--- src/rtl/serial_adder_ctrl_if.sv ---
// Handshake and operand/result bundle for the bit-serial add/subtract controller.
// The requester drives START and operands; the controller returns status and result.
interface serial_adder_ctrl_if #(
   parameter int WIDTH = 8
);
   logic             START;
   logic             SUB;
   logic             CIN;
   logic [WIDTH-1:0] A;
   logic [WIDTH-1:0] B;
   logic             BUSY;
   logic             DONE;
   logic [WIDTH-1:0] SUM;
   logic             COUT;
   logic             OVF;

   modport master (
      output START, SUB, CIN, A, B,
      input  BUSY, DONE, SUM, COUT, OVF
   );

   modport slave (
      input  START, SUB, CIN, A, B,
      output BUSY, DONE, SUM, COUT, OVF
   );
endinterface

--- src/rtl/serial_adder_ctrl.sv ---
// Bit-serial WIDTH-bit add/subtract: one full-adder cell reused LSB first, one bit per clock,
// with registered carry, result shift register and a one-cycle DONE pulse.
module serial_adder_ctrl #(
   parameter int WIDTH = 8
) (
   input logic                CLK,
   input logic                RSTn,
   serial_adder_ctrl_if.slave bus
);
   localparam int KW = (WIDTH > 1) ? $clog2(WIDTH) : 1;
   localparam logic [KW-1:0] K_LAST = KW'(WIDTH - 1);

   typedef enum logic [1:0] {
      S_IDLE,
      S_RUN,
      S_DONE
   } state_t;

   state_t           state_q, state_d;
   logic [KW-1:0]    k_q, k_d;
   logic             c_q, c_d;
   logic [WIDTH-1:0] sa_q, sa_d;
   logic [WIDTH-1:0] sb_q, sb_d;
   logic [WIDTH-1:0] sr_q, sr_d;
   logic [WIDTH-1:0] sum_q, sum_d;
   logic             cout_q, cout_d;
   logic             ovf_q, ovf_d;

   logic             fa_s;
   logic             fa_co;
   logic             last_bit;

   // The single time-shared full-adder cell: returns {carry_out, sum}.
   function automatic logic [1:0] full_adder(input logic a, input logic b, input logic ci);
      logic s;
      logic co;
      s  = a ^ b ^ ci;
      co = (a & b) | (ci & (a ^ b));
      return {co, s};
   endfunction

   assign {fa_co, fa_s} = full_adder(sa_q[0], sb_q[0], c_q);
   assign last_bit      = (k_q == K_LAST);

   always_comb begin
      state_d = state_q;
      k_d     = k_q;
      c_d     = c_q;
      sa_d    = sa_q;
      sb_d    = sb_q;
      sr_d    = sr_q;
      sum_d   = sum_q;
      cout_d  = cout_q;
      ovf_d   = ovf_q;

      case (state_q)
         S_RUN: begin
            sa_d = sa_q >> 1;
            sb_d = sb_q >> 1;
            sr_d = {fa_s, sr_q[WIDTH-1:1]};
            c_d  = fa_co;
            if (last_bit) begin
               // c_q here is the carry into the MSB, so overflow needs no extra register.
               state_d = S_DONE;
               sum_d   = {fa_s, sr_q[WIDTH-1:1]};
               cout_d  = fa_co;
               ovf_d   = c_q ^ fa_co;
            end else begin
               k_d = k_q + KW'(1);
            end
         end
         default: begin
            state_d = S_IDLE;
            if (bus.START) begin
               state_d = S_RUN;
               sa_d    = bus.A;
               sb_d    = bus.SUB ? ~bus.B : bus.B;
               c_d     = bus.SUB ? 1'b1 : bus.CIN;
               k_d     = '0;
            end
         end
      endcase
   end

   // Control and visible result registers: cleared by reset.
   always_ff @(posedge CLK) begin
      if (!RSTn) begin
         state_q <= S_IDLE;
         k_q     <= '0;
         c_q     <= 1'b0;
         sum_q   <= '0;
         cout_q  <= 1'b0;
         ovf_q   <= 1'b0;
      end else begin
         state_q <= state_d;
         k_q     <= k_d;
         c_q     <= c_d;
         sum_q   <= sum_d;
         cout_q  <= cout_d;
         ovf_q   <= ovf_d;
      end
   end

   // Operand and partial-result shift registers: always reloaded before use.
   always_ff @(posedge CLK) begin
      sa_q <= sa_d;
      sb_q <= sb_d;
      sr_q <= sr_d;
   end

   assign bus.BUSY = (state_q == S_RUN);
   assign bus.DONE = (state_q == S_DONE);
   assign bus.SUM  = sum_q;
   assign bus.COUT = cout_q;
   assign bus.OVF  = ovf_q;
endmodule

--- src/flat_wrapper.sv ---
// flat-port wrapper written by rule: the top's interface ports become plain ports
module serial_adder_ctrl_flat 
#(
   parameter int WIDTH = 8
)
  (CLK, RSTn, bus_START, bus_SUB, bus_CIN, bus_A, bus_B, bus_BUSY, bus_DONE, bus_SUM, bus_COUT, bus_OVF);
  serial_adder_ctrl_if #(.WIDTH(WIDTH)) bus_i ();
  input logic CLK;
  input logic RSTn;
  input wire logic [$bits(bus_i.START)-1:0] bus_START;
  input wire logic [$bits(bus_i.SUB)-1:0] bus_SUB;
  input wire logic [$bits(bus_i.CIN)-1:0] bus_CIN;
  input wire logic [$bits(bus_i.A)-1:0] bus_A;
  input wire logic [$bits(bus_i.B)-1:0] bus_B;
  output wire logic [$bits(bus_i.BUSY)-1:0] bus_BUSY;
  output wire logic [$bits(bus_i.DONE)-1:0] bus_DONE;
  output wire logic [$bits(bus_i.SUM)-1:0] bus_SUM;
  output wire logic [$bits(bus_i.COUT)-1:0] bus_COUT;
  output wire logic [$bits(bus_i.OVF)-1:0] bus_OVF;
  assign bus_i.START = bus_START;
  assign bus_i.SUB = bus_SUB;
  assign bus_i.CIN = bus_CIN;
  assign bus_i.A = bus_A;
  assign bus_i.B = bus_B;
  assign bus_BUSY = bus_i.BUSY;
  assign bus_DONE = bus_i.DONE;
  assign bus_SUM = bus_i.SUM;
  assign bus_COUT = bus_i.COUT;
  assign bus_OVF = bus_i.OVF;
  serial_adder_ctrl #(.WIDTH(WIDTH)) u_core (.CLK(CLK), .RSTn(RSTn), .bus(bus_i));
endmodule
--- config.mk ---
export PLATFORM = sky130hd
export DESIGN_NAME = serial_adder_ctrl_flat
export DESIGN_NICKNAME = d
export VERILOG_FILES = /design/src/rtl/serial_adder_ctrl_if.sv /design/src/rtl/serial_adder_ctrl.sv /design/src/flat_wrapper.sv
export SDC_FILE = /design/constraint.sdc
export NUM_CORES = 1
export LEC_CHECK = 0
export ABC_AREA = 1
export BUFFER_PORTS_ARGS = -buffer_cell sky130_fd_sc_hd__buf_2
export CORE_UTILIZATION = 57
export CTS_CLUSTER_DIAMETER = 30
export CTS_CLUSTER_SIZE = 25
export DETAILED_ROUTE_END_ITERATION = 6
export GPL_TIMING_DRIVEN = 0
export PLACE_DENSITY = 0.93
export SLEW_MARGIN = 5
export SYNTH_ARGS = -nofsm -noshare
export SYNTH_HDL_FRONTEND = slang
export SYNTH_SLANG_ARGS = --single-unit
--- constraint.sdc ---
create_clock -name CLK -period 3.9 [get_ports CLK]
set_input_delay 0 -clock CLK [delete_from_list [all_inputs] [get_ports CLK]]
set_output_delay 0 -clock CLK [all_outputs]
set_load 0.05 [all_outputs]
==> summary.md <==
| Metric | Value |
|---|---|
| Internal Pwr Total | `0.576 mW` |
| I/O Pins | `33` |
| CTS tree | `yes` |
| Yosys warnings | `0` |
| Residual DRC | `0` |
| Number of global-route vias before repair | `1266` |
| Total gr overflow | `0` |
| Die W | `54.8 µm` |
| Status | `finished clean` |
| Initial core utilization | `62.4%` |
| Final period util | `42.5%` |
| Fin. Hold Viols | `0` |
| Cell Area, Synth | `1590 µm²` |
| Worst Skew | `0.0127 ns` |
| Layout cells sized above 1 | `22.2%` |
| CP Data Required Time | `4.15 ns` |
| Max-cap viol count | `0` |
| Comb power frac | `11.2%` |
| CP Launch Type | `flip-flop` |
| Vias per cell | `5.19` |
| Post-Synthesis Cells | `162` |
| Post-Route WL | `3200 µm` |
| HP Class | `in2reg` |
| RD Place Congestion | `0.788` |
| Crit path kind | `reg2reg` |
| CTS sink cnt | `39` |
| Post-synthesis sequential area ratio | `62.4%` |
| Top cells by area, synth | `edfxtp_1, dfxtp_1, nand2_1` |
| # nets final | `235` |
| GRT Util Overall | `26.0%` |
| Mapped Avg Cell Area | `9.81 µm²` |
| Detail Route Antenna Nets | `0` |
| Detailed Route Iter0 Violations | `32` |
| FP Rows | `18` |
| Clk_lat worst skew | `0.35 ns` |
| Routed len/inst | `13.2 µm` |
| Synth-to-Final Area Change | `22.2%` |
| Total die area | `3000 µm²` |
| Drt pass-1 iters | `4` |
| Number of synthesized flops with an enable pin | `21` |
| Fmax | `603 MHz` |
| H-tree Lvls | `2` |
| Sw frac | `24.3%` |
| Critical path data arrival time | `1.91 ns` |
| Worst Setup End Kind | `flip-flop` |
| Share of the synthesized area in the top cell type | `39.7%` |
| Post-CTS setup buffers | `0` |
| Slew headroom | `56.4%` |
| VDD IR max | `0.329 mV` |
| Top_reg_cell synth | `edfxtp_1` |
| Seq pwr share | `63.1%` |
| Inserted Diodes | `0` |
| CTS clock-pin slew for the worst setup and hold paths | `0.11 ns` |
| Synth cell types | `18` |
| Clock Power Share | `25.7%` |
| Mapped Nets | `186` |
| Fin Setup TNS | `0 ns` |
| Vias | `1257` |
| Initial antenna violation count | `0` |
| Hpwl dp | `2210 µm` |
| P_leak | `0.890 nW` |
| Final setup violation count | `0` |
| Most common cell after layout, fill and taps aside | `nand2_1` |
| Tot Pwr | `0.761 mW` |
| TritonCTS Buffers | `5` |
| Core ar. | `2540 µm²` |
| Unrepaired setup endpoints after global routing | `false` |
| CP max FO | `10` |
| Die height | `54.8 µm` |
| Largest net degree at the start of global routing | `18` |
| First-pass GRT wire length | `5180 µm` |
| PwrDens | `392 nW/µm²` |
| Most frequent cells in the layout | `nand2_1, buf_2, nor2_1, edfxtp_1, o21ai_0` |
| Number of port buffers | `31` |
| Root buf cell | `clkbuf_4` |
| FF+latch count, synth | `39` |
| Clk buf depth | `2` |
| Synth area leader | `edfxtp_1` |
| Ys async rst share | `0%` |
| Worst-Margin Slew | `0.653 ns` |
| Slew Viols, Final | `0` |
| Psw | `0.185 mW` |
| Post-layout minimum cycle time | `1.66 ns` |
-- Yosys cell counts (2+ instances only) --
cell,number
a21oi_1,2
buf_2,5
dfxtp_1,18
edfxtp_1,21
ha_1,2
inv_1,9
inv_2,2
nand2_1,37
nand3_1,9
nor2_1,23
o21ai_0,20
xnor2_1,8
-- power groups by stage --
| stage | Clock [mW] | Sequential (mW) | Combinational [mW] |
|---|---|---|---|
| 2_1_floorplan | 0 | 0.485 | 0.0517 |
| 3_3_place_gp | 0 | 0.488 | 0.0707 |
| 3_5_place_dp | 0 | 0.490 | 0.0759 |
| 4_1_cts | 0.200 | 0.480 | 0.0845 |
| 5_1_grt | 0.214 | 0.484 | 0.0948 |
| 6_report | 0.196 | 0.480 | 0.0849 |
-- worst max-delay path: stages (launching register included) --
cell	delay, ns
dfxtp_1	0.42
inv_2	0.08
nand2_2	0.12
buf_2	0.23
nand3_1	0.08
dlygate4sd3_1	0.56
o21ai_0	0.08
-- state kept, by name (all words and copies together) (netlist names) --
name,count
u_core.bus.COUT,1
u_core.c_q,1
u_core.sr_q,7
u_core.bus.OVF,1
u_core.bus.SUM,8
u_core.k_q,3
u_core.sa_q,8
u_core.state_q,2
u_core.sb_q,8
-- kinds of logic after synthesis --
group / count (synthesis) / share of synthesized area (%)
buffers and inverters: 17 / 4.41
AO/OA/AOI/OAI: 22 / 6.93
XOR/XNOR: 9 / 4.96
adder cells (fa/ha/maj): 3 / 2.83
AND/OR/NAND/NOR: 72 / 18.5
flip-flops: 39 / 62.4
-- path summary, 6_finish.rpt --
path / startpoint / end / slack, ns / cells after the start
worst max-delay path: u_core.state_q[1] / u_core.sa_q[7] / 2.24 / 6
worst min-delay path: bus_B[2] / u_core.sb_q[2] / 0.02 / 3
worst max register to register: u_core.state_q[1] / u_core.sa_q[7] / 2.24 / 6
worst min register to register: u_core.sr_q[6] / u_core.sr_q[5] / 0.48 / 0
-- metal layers --
metal  GRT usage, %  share of wire (%)  routed length, µm
met1           25.0                 40               1270
met2           47.2                 53               1700
met3           9.44                5.8                185
met4           13.7                1.3                 42
met5              0                  0                  0
-- what timing repair did --
| item | CTS | global route |
|---|---|---|
| endpoints found under the hold margin | 15 | 0 |
| hold buffers | 11 | 0 |
| resized for setup | 0 | 0 |
-- area by class of cell --
type / count / area, µm²
timing repair buffer: 42 / 265
sequential: 39 / 991
tap: 30 / 37.5
fill: 179 / 603
clock inverter: 1 / 5.00
multi-input combinational: 106 / 528
buffer: 6 / 28.8
inverter: 11 / 41.3
clock buffer: 7 / 45.0
-- stage by stage --
| step | area [µm²] | util (%) | hold WS, ns | std cells | setup WS [ns] |
|---|---|---|---|---|---|
| 6_report | 1940 | 76.3 | 0.0228 | 242 | 2.24 |
| 5_1_grt | 1940 | 76.3 | 0.0204 | 242 | 2.12 |
| 4_1_cts | 1940 | 76.3 | 0.0148 | 242 | 2.25 |
| 3_5_place_dp | 1780 | 70.0 | 0.268 | 223 | 2.41 |
| 3_3_place_gp | 1780 | 70.0 | 0.231 | 223 | 2.50 |
| 2_1_floorplan | 1590 | - | 0.136 | 162 | 2.61 |
(Power assumes the default switching activity.)
